**config.mk**
```make
export PLATFORM = sky130hd
export DESIGN_NAME = output_sequencer
export DESIGN_NICKNAME = d
export VERILOG_FILES = /design/src/rtl/output_sequencer.sv
export SDC_FILE = /design/constraint.sdc
export NUM_CORES = 1
export LEC_CHECK = 0
export ABC_CLOCK_PERIOD_IN_PS = 2500
export CAP_MARGIN = 20
export CORE_MARGIN = 4
export CORE_UTILIZATION = 55
export DETAILED_ROUTE_END_ITERATION = 7
export DONT_BUFFER_PORTS = 1
export GPL_ROUTABILITY_DRIVEN = 1
export PLACE_DENSITY = 0.76
export RECOVER_POWER = 100
export SLEW_MARGIN = 10
export SYNTH_ARGS = -nofsm -noshare
export SYNTH_HDL_FRONTEND = slang
export SYNTH_SLANG_ARGS = --single-unit
```
**constraint.sdc**
```tcl
create_clock -name clk -period 2.5 [get_ports clk]
set_input_delay 0.5 -clock clk [delete_from_list [all_inputs] [get_ports clk]]
set_output_delay 0.5 -clock clk [all_outputs]
set_load 0.05 [all_outputs]
```
**src/rtl/output_sequencer.sv**
```systemverilog
// output_sequencer: framed-command controller for the LED output stage.
// A two-byte parser (opcode, operand) feeds a one-cycle execute stage that
// owns the output/enable shadows, the power-up ordering FSM
// (OFF -> SETTLE -> ON, plus TIMEOUT) and the host-silence watchdog.
module output_sequencer #(
    parameter int SETTLE_CYCLES   = 50,
    parameter int WATCHDOG_CYCLES = 5000000
) (
    input  logic       clk,
    input  logic       reset,
    input  logic       rx_valid,
    input  logic [7:0] rx_byte,
    input  logic       rx_frame_end,
    output logic [7:0] out,
    output logic [3:0] out_en,
    output logic       buffer_oe,
    output logic [2:0] status,
    output logic       frame_err
);

    localparam int SCW = $clog2(SETTLE_CYCLES + 1);
    localparam int WCW = $clog2(WATCHDOG_CYCLES + 1);
    localparam logic [SCW-1:0] SETTLE_LAST = SCW'(SETTLE_CYCLES - 1);
    localparam logic [WCW-1:0] WD_LAST     = WCW'(WATCHDOG_CYCLES - 1);

    localparam logic [7:0] OP_SET_OUT = 8'h01;
    localparam logic [7:0] OP_SET_EN  = 8'h02;
    localparam logic [7:0] OP_ENABLE  = 8'h03;
    localparam logic [7:0] OP_DISABLE = 8'h04;

    typedef enum logic [1:0] {P_OP, P_ARG, P_DISCARD} parse_t;
    typedef enum logic [1:0] {PWR_OFF, PWR_SETTLE, PWR_ON, PWR_TIMEOUT} power_t;

    logic       run_reg;

    parse_t     parse_reg;
    logic [7:0] op_reg;
    logic       op_bad_reg;
    logic       extra_reg;
    logic       cmd_valid_reg;
    logic [7:0] cmd_op_reg;
    logic [7:0] cmd_arg_reg;
    logic       perr_reg;

    parse_t     parse_after;
    logic [7:0] op_after;
    logic       bad_after;
    logic       extra_after;
    logic       cmd_fire;
    logic       bad_fire;
    logic       close_err;

    power_t         power_reg;
    logic [SCW-1:0] settle_cnt_reg;
    logic [WCW-1:0] wd_cnt_reg;
    logic [7:0]     out_shadow_reg;
    logic [3:0]     en_shadow_reg;
    logic [7:0]     out_reg;
    logic [3:0]     out_en_reg;
    logic           buffer_oe_reg;
    logic           on_reg;
    logic           timeout_reg;
    logic           sticky_reg;
    logic           frame_err_reg;

    logic       kick;
    logic       do_enable;
    logic       do_disable;
    logic [7:0] out_shadow_next;
    logic [3:0] en_shadow_next;

    // Reset release flag: logic stays idle for the first edge after deassertion.
    always_ff @(posedge clk or negedge reset) begin
        if (!reset) run_reg <= 1'b0;
        else        run_reg <= 1'b1;
    end

    // Byte consumption for this cycle; a coincident frame end is judged on the post-byte state.
    always_comb begin
        parse_after = parse_reg;
        op_after    = op_reg;
        bad_after   = op_bad_reg;
        extra_after = extra_reg;
        cmd_fire    = 1'b0;
        bad_fire    = 1'b0;
        if (rx_valid) begin
            case (parse_reg)
                P_OP: begin
                    parse_after = P_ARG;
                    op_after    = rx_byte;
                    bad_after   = (rx_byte > OP_DISABLE);
                    extra_after = 1'b0;
                end
                P_ARG: begin
                    parse_after = P_DISCARD;
                    cmd_fire    = !op_bad_reg;
                    bad_fire    = op_bad_reg;
                end
                default: extra_after = 1'b1;
            endcase
        end
        // A bad-opcode frame has already been reported, so trailing bytes add nothing.
        close_err = rx_frame_end &&
                    ((parse_after == P_ARG) || (extra_after && !bad_after));
    end

    // Parser registers: hands a complete command or an error strobe to the execute stage.
    always_ff @(posedge clk or negedge reset) begin
        if (!reset) begin
            parse_reg     <= P_OP;
            op_reg        <= 8'h00;
            op_bad_reg    <= 1'b0;
            extra_reg     <= 1'b0;
            cmd_valid_reg <= 1'b0;
            cmd_op_reg    <= 8'h00;
            cmd_arg_reg   <= 8'h00;
            perr_reg      <= 1'b0;
        end else if (run_reg) begin
            parse_reg     <= rx_frame_end ? P_OP : parse_after;
            op_reg        <= op_after;
            op_bad_reg    <= bad_after;
            extra_reg     <= extra_after;
            cmd_valid_reg <= cmd_fire;
            perr_reg      <= bad_fire || close_err;
            if (cmd_fire) begin
                cmd_op_reg  <= op_reg;
                cmd_arg_reg <= rx_byte;
            end
        end
    end

    // Command decode and shadow update values for the execute edge.
    always_comb begin
        kick            = cmd_valid_reg;
        do_enable       = cmd_valid_reg && (cmd_op_reg == OP_ENABLE);
        do_disable      = cmd_valid_reg && (cmd_op_reg == OP_DISABLE);
        out_shadow_next = out_shadow_reg;
        en_shadow_next  = en_shadow_reg;
        if (cmd_valid_reg && (cmd_op_reg == OP_SET_OUT)) out_shadow_next = cmd_arg_reg;
        if (cmd_valid_reg && (cmd_op_reg == OP_SET_EN))  en_shadow_next  = cmd_arg_reg[3:0];
    end

    // Power FSM with registered outputs, settle timer, watchdog and error status.
    always_ff @(posedge clk or negedge reset) begin
        if (!reset) begin
            power_reg      <= PWR_OFF;
            settle_cnt_reg <= '0;
            wd_cnt_reg     <= '0;
            out_shadow_reg <= 8'h00;
            en_shadow_reg  <= 4'h0;
            out_reg        <= 8'h00;
            out_en_reg     <= 4'h0;
            buffer_oe_reg  <= 1'b0;
            on_reg         <= 1'b0;
            timeout_reg    <= 1'b0;
            sticky_reg     <= 1'b0;
            frame_err_reg  <= 1'b0;
        end else if (run_reg) begin
            frame_err_reg  <= perr_reg;
            out_shadow_reg <= out_shadow_next;
            en_shadow_reg  <= en_shadow_next;
            if (perr_reg)           sticky_reg <= 1'b1;
            else if (cmd_valid_reg) sticky_reg <= 1'b0;

            case (power_reg)
                PWR_SETTLE, PWR_ON: begin
                    if (do_disable) begin
                        power_reg      <= PWR_OFF;
                        buffer_oe_reg  <= 1'b0;
                        out_reg        <= 8'h00;
                        out_en_reg     <= 4'h0;
                        on_reg         <= 1'b0;
                        wd_cnt_reg     <= '0;
                        settle_cnt_reg <= '0;
                    end else if (!kick && (wd_cnt_reg == WD_LAST)) begin
                        power_reg      <= PWR_TIMEOUT;
                        buffer_oe_reg  <= 1'b0;
                        out_reg        <= 8'h00;
                        out_en_reg     <= 4'h0;
                        on_reg         <= 1'b0;
                        timeout_reg    <= 1'b1;
                        wd_cnt_reg     <= '0;
                        settle_cnt_reg <= '0;
                    end else begin
                        wd_cnt_reg <= kick ? '0 : wd_cnt_reg + WCW'(1);
                        if ((power_reg == PWR_ON) || (settle_cnt_reg == SETTLE_LAST)) begin
                            power_reg      <= PWR_ON;
                            on_reg         <= 1'b1;
                            out_reg        <= out_shadow_next;
                            out_en_reg     <= en_shadow_next;
                            settle_cnt_reg <= '0;
                        end else begin
                            settle_cnt_reg <= settle_cnt_reg + SCW'(1);
                        end
                    end
                end
                default: begin
                    // OFF and TIMEOUT keep the stage dark; only ENABLE starts a power-up.
                    wd_cnt_reg     <= '0;
                    settle_cnt_reg <= '0;
                    out_reg        <= 8'h00;
                    out_en_reg     <= 4'h0;
                    if (do_enable) begin
                        power_reg     <= PWR_SETTLE;
                        buffer_oe_reg <= 1'b1;
                        timeout_reg   <= 1'b0;
                    end else if (do_disable) begin
                        power_reg   <= PWR_OFF;
                        timeout_reg <= 1'b0;
                    end
                end
            endcase
        end
    end

    assign out       = out_reg;
    assign out_en    = out_en_reg;
    assign buffer_oe = buffer_oe_reg;
    assign status    = {sticky_reg, timeout_reg, on_reg};
    assign frame_err = frame_err_reg;

endmodule

```
# --- Word level (Yosys, flattened, before mapping) ---
# Index checks and enable logic that the tools add are counted.
word_totals:
  latch_bits: 0
  ff_bits: 91
  mem_bits_rw: 0
  in_bits: 12
  wordCells: 114
  rom_bits: 0
  output_inout_bits: 17
  mem_count: 0
classes:
  n_reduce_logical: 27
  magnitude_cmp: 1
  div_mod_pow: 0
  bitwise: 0
  multipliers: 0
  mux: 49
  add_sub_neg: 2
  n_eq_ne: 14
  shift: 0
ops:
  columns: ["op", "n"]
  rows:
  - ["two-way mux 23 bit", 4]
  - ["two-way mux 8 bit", 5]
  - ["two-way mux 6 bit", 4]
  - ["adder 23 x 1 -> 23 bit, second input constant", 1]
  - ["equality test 23 bit, second input constant", 1]
  - ["two-way mux 1 bit", 21]
  - ["two-way mux 4 bit", 5]
  - ["equality test 8 x 2 -> 1 bit, second input constant", 2]
  - ["two-way mux 2 bit", 8]
  - ["AND reduction 3 bit", 4]
  - ["equality test 8 x 1 -> 1 bit, second input constant", 1]
  - ["equality test 8 x 3 -> 1 bit, second input constant", 1]
  - ["> comparator 8 x 3 -> 1 bit, second input constant", 1]
  - ["logical AND 1 bit", 7]
  - ["adder 6 x 1 -> 6 bit, second input constant", 1]
  - ["equality test 2 x 1 -> 1 bit, second input constant", 3]
  - ["equality test 6 bit, second input constant", 1]
  - ["AND reduction 2 bit", 3]
  - ["nonzero test 3 bit", 2]
  - ["!= test 2 bit, second input constant", 2]
  - ["!= test 4 bit, second input constant", 1]
  - ["case mux 2 bit (2 select lines)", 1]
  - ["AND reduction 4 bit", 1]
  - ["nonzero test 2 bit", 2]
  - ["7 further kinds", 11]

# --- Longest topological paths before layout ---
# Gate-level depths: netlist of the first run.
depth:
  depth_word: 8
  ltp_mapped: 8
  ltp_nobuf: 7

# --- Least setup slack after synthesis of the first run ---
# Ideal clock, no wire load.
synth_path:
  path_type: "flip-flop to flip-flop"
  startpoint: "register wd_cnt_reg[7]"
  endpoint: "register out_reg[1] (netlist: out[1])"
  n_path_buf: 2
  path_slack_ns: 0.061
  synth_period_minus_slack_ns: 2.439
  setup_ns: 0.129
  stages_incl_launch_ff: 8
  arrival_time_ns: 2.311
  required_time_ns: 2.371
  cell_sequence: "dfrtp_1 or4_1 or4_4 or3_1 buf_6 a21oi_4 buf_4 o22ai_1"
synth_between:
  elab_chain_len: 5
  word_cells_on_any_way: 7
  classes_between: "eq/ne: 2; mux: 3; reduce/logical: 2"
synth_lines:
  columns: ["item", "line_no", "source"]
  rows:
  - ["from (decl)", "55", "logic [WCW-1:0] wd_cnt_reg;"]
  - ["from (signal assigned)", "185", "wd_cnt_reg <= kick ? '0 : wd_cnt_reg + WCW'(1);"]
  - ["equality test 23 bit (*)", "175", "end else if (!kick && (wd_cnt_reg == WD_LAST)) begin"]
  - ["logical AND 1 bit (*)", "175", null]
  - ["two-way mux 8 bit", "175", null]
  - ["two-way mux 8 bit", "167", "if (do_disable) begin"]
  - ["two-way mux 8 bit", "165", "case (power_reg)"]
  - ["to (signal assigned)", "189", "out_reg <= out_shadow_next;"]
  - ["to (decl)", "58", "logic [7:0] out_reg;"]
# Mark *: on every way between the ends. The rest lies on a longest branch, timed or not.
# A chain may end at the register's enable or synchronous reset.

# --- Final worst setup path of the first run ---
layout_path:
  startpoint: "register wd_cnt_reg[7]"
  endpoint: "register out_reg[2] (netlist: out[2])"
# Same word-level chain as after synthesis.

==> results of run 1 <==
path summary, 6_finish.rpt:
path / start / end
max in group asynchronous: reset / perr_reg$_DFFE_PN0P_
hold / removal: reset / on_reg$_DFFE_PN0P_
setup / recovery: wd_cnt_reg[7]$_DFFE_PN0P_ / out[2]$_DFFE_PN0P_
setup reg to reg: wd_cnt_reg[7]$_DFFE_PN0P_ / out[2]$_DFFE_PN0P_
hold reg to reg: cmd_op_reg[7]$_DFFE_PN0P_ / cmd_op_reg[7]$_DFFE_PN0P_
min in group clk: rx_frame_end / parse_reg[0]$_DFFE_PN0P_
where the power goes:
| part | total [W] | switching [W] | internal [W] |
|---|---|---|---|
| sequential | 0.00202 | 0.000274 | 0.00175 |
| clock | 0.00101 | 0.000601 | 0.000407 |
| combinational | 0.000760 | 0.000370 | 0.000390 |
repair_timing:
item,in CTS,in global routing
setup endpoints to repair,0,15
resized for setup,0,2
hold endpoints to repair,91,91
final cells by class:
cell class                      instances  area, µm²  share of cell area [%]
Sequential cell                        91       2280                    47.6
Timing Repair Buffer                   16        134                    2.80
Clock inverter                          7       88.8                    1.86
Clock buffer                            9        124                    2.59
Multi-Input combinational cell        277       1930                    40.3
Tap cell                              102        128                    2.67
Inverter                               27        101                    2.12
Yosys cell counts, types with 2 or more instances:
cell       instances
a21o_1             6
a21oi_1           13
a31oi_1            2
and2_1             3
and3_1             2
and3b_1            2
and4_1             2
buf_1              2
buf_2              3
buf_4              5
clkbuf_1           7
dfrtp_1           91
ha_1               7
inv_1             26
mux2_2            37
mux2i_1           16
nand2_1           27
nand2b_1           4
nand3_1           20
nand4_1            8
nand4b_1           4
nor2_1            20
nor2b_1            2
nor3_1            10
nor3b_1            3
nor4_1             7
o211ai_1           2
o21ai_0           25
o22ai_1           15
o2bb2ai_1          5
o311ai_0           4
o31ai_1            3
or2_2              2
or3_1              8
or4_1              3
worst max-delay path, delay by kind of cell, from the launching register on:
kind                   cells  cell delay, ns
AO/OA/AOI/OAI              2            0.31
flip-flops                 1            0.38
buffers and inverters      1            0.17
AND/OR/NAND/NOR            3            1.41
metal layers:
metal	GRT usage, %	part of all wire, %	up-vias
li1	-	-	1526
met1	25.5	45	1571
met2	31.5	50	60
met3	4.81	3.9	7
met4	4.47	1.0	0
met5	0	0	-
stage by stage:
| stage | setup WS [ns] | power [W] | area, µm² |
|---|---|---|---|
| global route | 0.000697 | 0.00403 | 4780 |
| floorplan | 0.0605 | 0.00258 | 4400 |
| finish | 0.108 | 0.00379 | 4780 |
| global placement | 0.116 | 0.00276 | 4570 |
| CTS | 0.0661 | 0.00383 | 4790 |
| detailed placement | 0.0923 | 0.00281 | 4570 |
logic make-up (layout without fill, tap and decap cells):
kind of cell / count (synthesis) / in the layout / share of synthesized area, %
multiplexers: 53 / 53 / 13.1
other: 1 / 1 / 0.0852
AO/OA/AOI/OAI: 84 / 84 / 12.3
buffers and inverters: 45 / 59 / 4.52
adder cells (fa/ha/maj): 7 / 7 / 1.99
AND/OR/NAND/NOR: 130 / 130 / 15.8
flip-flops: 91 / 91 / 51.8
XOR/XNOR: 2 / 2 / 0.398
==> results.md, run 1 <==
* Yosys top cell area share at 51.8%
* Critical-path top delay cell: or4_4
* Die H at 97.4 µm
* Post-route minimum period at between 2 and 2.5 ns
* Dpl hpwl at 6.00 mm
* Final cell count without fillers at 529
* # clock sinks at 91
* Vias in the first global route at 3133
* Gpl congestion at around 0.92
* #FFs+latches synth at 91
* Cells after synthesis at just over 400
* # port buffers at 0
* Hold WC Path Type: input port to asynchronous set/reset pin
* TritonCTS Buffers at 9
* Ys flop type: dfrtp_1
* Crit path cell chain: or4_1 > or4_4 > or3_4 > a21oi_2 > buf_12 > o22ai_1
* Initial antenna violation count at 0
* Crit path DAT at roughly 2.6 ns
* Vias/cell at 5.98
* Unrepaired setup endpoints after global routing: false
* Mapped Nets at 432
* CTS Root Cell: clkbuf_8
* Vias at 3164
* Row cnt at 32
* Maxcap violations at 0
* Power per cell area at between 700 and 800 nW/µm²
* CP max FO at 14
* Post-synth EDFFs at 0
* Final layout net count at 441
* Final Hold Violating Endpoints at between 90 and 100
* Status: complete, but fails checks
* Most frequent cells in the layout: dfrtp_1, mux2_2, inv_1, nand2_1, o21ai_0
* Area grow syn2layout at 8.65%
* R2r worst-path depth at 6
* Yosys top cell by area: dfrtp_1
* CTS tree: done
* # diodes at 0
* Dpl cells at 513
* # DRC at 0
* Worst IR drop on VDD at 481 µV
* Top cells by area, synth: dfrtp_1, mux2_2, mux2i_1
* Die area at 9490 µm²
* Final wirelength at 8.55 mm
* Hold slack at -0.180 ns
* Post-CTS setup buffer count at 0
* Clock skew at 0.0148 ns
* Failing checks: hold timing
* Setup_tns at 0 ns
* Max Slew Vio Count at 0
* CP Launch Type: flip-flop
* Max reg flops at 23
* Slew @ Worst Pin at 0.885 ns
* R2R Setup Slk at 0.11 ns
* Die span in x at 97.4 µm
* Fillcell total at 663
* Layout cells sized above 1 at 17.3%
* I/O Pins at 29
* H-tree levels at 3
* DR iter-0 viols at 176
* CP max stage delay at between 0.5 and 0.6 ns
* WL per Instance at 16.2 µm
* Worst relative slew slack at between 40 and 50%
* Yosys warning total at 0
* Clock tree buffer depth at 2
* Cell area after synthesis at 4400 µm²
* Post-synthesis sequential area ratio at 51.8%
* Core Util, Final at 61.5%
* Core area at roughly 7800 µm²
* Avg Synthesized Cell Area at approximately 11 µm²
* Library cells used by synthesis at 52
* CTS clk-pin slew, worst paths at 0.10 ns
* LEAKAGE at between 2 and 2.5 nW
* Remaining Overflow, GRT at 0
* DRT antenna net count at 0
* Peak Freq at between 400 and 500 MHz
* Commonest non-fill, non-tap cell in the layout: dfrtp_1
* Nature of the critical path endpoint: flip-flop
* Largest net degree at the start of global routing at 92
* Clock Latency Late Sink at approximately 0.36 ns
* # setup viols final at 0
* Total GRT Usage at 19.1%
* WS Path Type: flip-flop to flip-flop
* 1st-pass router iterations at 4
* FFs w/ async S/R, synth at 100%
* Post-route clock period utilization at between 90 and 100%
* Starting Density at 56.6%
* Worst Path Required at 2.75 ns
* First-pass GRT wire length at 14.9 mm
Note: power is estimated with default switching activity, not from simulation.
==> inputs of run 2 (changes only) <==
Settings changed: CORE_ASPECT_RATIO set to 1.4.
==> results.md, run 2 (same netlist as run 1, synthesis figures left out) <==
* Core area at 7800 µm²
* Vias at 3183
* DR top layer: met4
* Post-route minimum period at 2.42 ns
* LEAKAGE at 2.08 nW
* 1st-pass router iterations at 4
* Clock skew at 0.00796 ns
* Total GRT Usage at a little over 20%
* Status: complete, but fails checks
* Vias/cell at 5.99
* TritonCTS Buffers at 9
* Post-route clock period utilization at approximately 97%
* Hold WC Path Type: input port to asynchronous set/reset pin
* Final layout net count at 446
* Clock tree buffer depth at 2
* Met2 wire len at 4.76 mm
* WS Path Type: flip-flop to flip-flop
* CTS clk-pin slew, worst paths at 0.09 ns
* Power per cell area at between 800 and 900 nW/µm²
* DRT antenna net count at 0
* # DRC at 0
* Area grow syn2layout at 10.9%
* CTS Root Cell: clkbuf_8
* Initial antenna violation count at 0
* # clock sinks at 91
* DR iter-0 viols at 113
* WL per Instance at 17.0 µm
* Row cnt at 38
* Dpl hpwl at 6.21 mm
* Crit path cell chain: or4_1 > or4_4 > or3_4 > a21oi_4 > clkbuf_16 > o22ai_1
* Crit path DAT at 2.67 ns
* Pre-CTS setup slack at 0.0131 ns
* Die span in x at roughly 84 µm
* Most frequent cells in the layout: dfrtp_1, mux2_2, nand2_1
* Buf/Inv on CP at 1
* CP max stage delay at about 0.52 ns
* Die area at about 9500 µm²
* Gpl congestion at 0.905
* Die H at 114 µm
* # diodes at 0
* Starting Density at 56.4%
* Critical-path top delay cell: or4_1
* CP Launch Type: flip-flop
* Hold slack at -0.180 ns
* Remaining Overflow, GRT at 0
* Commonest non-fill, non-tap cell in the layout: dfrtp_1
* First-pass GRT wire length at between 15 and 20 mm
* Max reg flops at 23
* Maxcap violations at 0
* Nature of the critical path endpoint: flip-flop
* Max Slew Vio Count at 0
* # setup viols final at 0
* Worst setup margin at 0.0767 ns
* Core Util, Final at a little over three fifths
* # port buffers at 0
* Post-CTS setup buffer count at 0
* Layout cells sized above 1 at 18.8%
* H-tree levels at 3
* CTS tree: done
* Failing checks: hold timing
* Wl on met1 at 3.64 mm
* Final wirelength at 9.02 mm
* Vias in the first global route at 3234
* I/O Pins at 29
* CP top delay family: simple AND/OR/NAND/NOR gates
* Worst relative slew slack at 42.7%
* Final Hold Violating Endpoints at slightly above 90
* CP max FO at 7
* Clock Latency Late Sink at 0.37 ns
* Met3 Routed Length at 349 µm
* Worst IR drop on VDD at 727 µV
* Peak Freq at 413 MHz
* Slew @ Worst Pin at 0.860 ns
* Largest net degree at the start of global routing at 92
* Worst Path Required at 2.75 ns
[run 2: changes by cell type in the layout (fill, tap and decap cells not counted), moves of 2 or more]
cell,change
bufinv_16,+3
inv_8,-2
inv_6,-2
buf_4,+3
clkinv_8,-3
[run 2: power by group]
part | total, W | switching (W) | internal (W) | leakage (nW)
combinational | 0.000848 | 0.000400 | 0.000448 | 0.766
sequential | 0.00202 | 0.000273 | 0.00175 | 1.20
clock | 0.00116 | 0.000503 | 0.000657 | 0.112
[run 2: worst paths after layout]
kind	from	to	slack, ns	cells after the start
max reg2reg	wd_cnt_reg[7]$_DFFE_PN0P_	out[6]$_DFFE_PN0P_	0.08	6
min	reset	settle_cnt_reg[4]$_DFFE_PN0P_	-0.18	0
min reg2reg	cmd_op_reg[7]$_DFFE_PN0P_	cmd_op_reg[7]$_DFFE_PN0P_	0.50	1
max in group asynchronous	reset	wd_cnt_reg[12]$_DFFE_PN0P_	2.54	0
min in group clk	rx_frame_end	parse_reg[1]$_DFFE_PN0P_	0.23	1
max	wd_cnt_reg[7]$_DFFE_PN0P_	out[6]$_DFFE_PN0P_	0.08	6
[run 2: area by class of cell]
| class | count | area [µm²] |
|---|---|---|
| clock buffers | 10 | 128 |
| clock inverters | 5 | 103 |
| fillers | 635 | 2920 |
| inverters | 27 | 101 |
| multi-input cells | 278 | 1950 |
| flip-flops and latches | 91 | 2280 |
| well taps | 100 | 125 |
| repair buffers | 20 | 198 |
[run 2: metrics by stage]
stage | area [µm²] | instances | total power [W] | hold WS [ns] | TNS, ns
CTS | 4840 | 529 | 0.00402 | -0.188 | 0
global route | 4880 | 531 | 0.00426 | -0.194 | -0.0351
detailed placement | 4610 | 514 | 0.00287 | 0.210 | 0
global placement | 4610 | 514 | 0.00281 | 0.210 | 0
finish | 4880 | 531 | 0.00403 | -0.180 | 0
floorplan | 4400 | 413 | 0.00258 | 0.204 | 0
[run 2: what timing repair did]
action                     4_1_cts  5_1_grt
pin swaps                        0        3
gates resized for setup          1        3
gates cloned                     0        2
hold endpoints to repair        91       91
setup endpoints to repair        3        8
[run 2: per-layer routing]
metal	up-vias	GRT usage [%]
met1	1556	23.2
met4	0	9.87
li1	1540	-
met3	24	4.91
met2	63	36.2
met5	-	0
==> inputs of run 3 (changes only) <==
Settings changed: ABC_CLOCK_PERIOD_IN_PS 2500 to unset, RECOVER_POWER 100 to unset.
==> results.md, run 3 (same netlist as run 1, synthesis figures left out) <==
* DR iter-0 viols at 110
* Dpl cell area at 4610 µm²
* CP top delay family: simple AND/OR/NAND/NOR gates
* Maxcap violations at 0
* Vias at 3171
* Vias in the first global route at 3234
* Worst Path Required at 2.75 ns
* Die area at 9510 µm²
* # setup viols final at 0
* DRT antenna net count at 0
* Worst relative slew slack at about three fifths
* Largest net degree at the start of global routing at 92
* Initial antenna violation count at 0
* WL per Instance at 17.0 µm
* Fillcell total at between 600 and 700
* # DRC at 0
* GR Layer Usage met3 at 4.91%
* Design area at around 4900 µm²
* Clock skew at 0.00767 ns
* CTS clk-pin slew, worst paths at ~0.090 ns
* Max Slew Vio Count at 0
* # port buffers at 0
* CTS Root Cell: clkbuf_8
* Clock Latency Late Sink at 0.37 ns
* WS Path Type: flip-flop to flip-flop
* Final wirelength at about 9 mm
* Remaining Overflow, GRT at 0
* Post-route clock period utilization at 97.0%
* Die H at 114 µm
* Most frequent cells in the layout: dfrtp_1, mux2_2, nand2_1
* Layout cells sized above 1 at 19.3%
* Pre-CTS setup slack at between 0.01 and 0.015 ns
* Power per cell area at 825 nW/µm²
* Die span in x at 83.6 µm
* Post-CTS setup buffer count at 0
* LEAKAGE at about 2.1 nW
* # diodes at 0
* CP max FO at 7
* 1st-pass router iterations at 4
* First-pass GRT wire length at about 16 mm
* # clock sinks at 91
* Nature of the critical path endpoint: flip-flop
* CP max stage delay at 0.52 ns
* Gpl congestion at between 0.9 and 1
* Commonest non-fill, non-tap cell in the layout: dfrtp_1
* Final Hold Violating Endpoints at 91
* CTS tree: done
* Vias/cell at 5.97
* Slew @ Worst Pin at 0.615 ns
* Total GRT Usage at 20.5%
* Worst IR drop on VDD at just over 700 µV
* Dpl hpwl at 6.21 mm
* Final layout net count at roughly 450
* Worst setup margin at 0.0756 ns
* Crit path DAT at between 2 and 3 ns
* Crit path cell chain: or4_1 > or4_4 > or3_4 > a21oi_4 > clkbuf_16 > o22ai_1
* Post-route minimum period at roughly 2.4 ns
* CP Launch Type: flip-flop
* Clock tree buffer depth at 2
* Failing checks: hold timing
* Met2 Usage GRT at 36.2%
* Routing usage on met1 at 23.2%
* Buf/Inv on CP at 1
* Status: complete, but fails checks
* Peak Freq at 412 MHz
* Max reg flops at 23
* Critical-path top delay cell: or4_1
* I/O Pins at 29
* Starting Density at 56.4%
* Row cnt at 38
* Global routing's busiest layer: met2
* Hold WC Path Type: input port to asynchronous set/reset pin
* Core area at 7800 µm²
* Setup_tns at 0 ns
* TritonCTS Buffers at 9
* H-tree levels at 3
* Hold slack at -0.180 ns
* Area grow syn2layout at 11.1%
-- run 3: stage by stage --
step           hold slack [ns]  util [%]  total power [W]  std cells
6_report                -0.180      62.7          0.00403        531
5_1_grt                 -0.194      62.7          0.00426        531
4_1_cts                 -0.188      62.1          0.00402        529
3_5_place_dp             0.210      59.1          0.00287        514
3_3_place_gp             0.210      59.1          0.00281        514
2_1_floorplan            0.204         -          0.00258        413
-- run 3: cell type report --
cell class,instances,area (µm²),share of cell area [%]
inverters,27,101,2.07
repair buffers,20,205,4.20
clock inverters,5,103,2.10
clock buffers,10,128,2.61
well taps,100,125,2.56
multi-input cells,278,1950,39.8
flip-flops and latches,91,2280,46.6
-- run 3: where the power goes --
part           internal (W)  switching, W  total [W]  leakage [nW]
logic              0.000450      0.000399   0.000848         0.773
clock network      0.000657      0.000503    0.00116         0.112
registers           0.00175      0.000273    0.00202          1.20
total               0.00286       0.00118    0.00403          2.08
-- run 3: final timing paths --
kind / slack [ns] / to / cells after the start / start
min in group clk: 0.23 / parse_reg[1]$_DFFE_PN0P_ / 1 / rx_frame_end
min: -0.18 / settle_cnt_reg[4]$_DFFE_PN0P_ / 0 / reset
max: 0.08 / out[6]$_DFFE_PN0P_ / 6 / wd_cnt_reg[7]$_DFFE_PN0P_
min reg2reg: 0.50 / cmd_op_reg[7]$_DFFE_PN0P_ / 1 / cmd_op_reg[7]$_DFFE_PN0P_
max in group asynchronous: 2.54 / wd_cnt_reg[12]$_DFFE_PN0P_ / 0 / reset
max reg2reg: 0.08 / out[6]$_DFFE_PN0P_ / 6 / wd_cnt_reg[7]$_DFFE_PN0P_
-- run 3: layer usage --
metal	wire length, µm	share of wire [%]
met1	3630	40
met4	292	3.2
met5	0	0
met2	4770	53
met3	325	3.6
-- run 3: worst reg2reg max path, stage by stage (launching register included) --
cell,delay (ns)
dfrtp_1,0.39
or4_1,0.52
or4_4,0.44
or3_4,0.43
a21oi_4,0.26
clkbuf_16,0.19
o22ai_1,0.08
-- run 3: repair_timing --
action                                  4_1_cts  5_1_grt
gates cloned                                  0        2
endpoints found under the setup margin        3        8
gates resized for setup                       1        3
hold endpoints to repair                     91       91
pin swaps                                     0        3
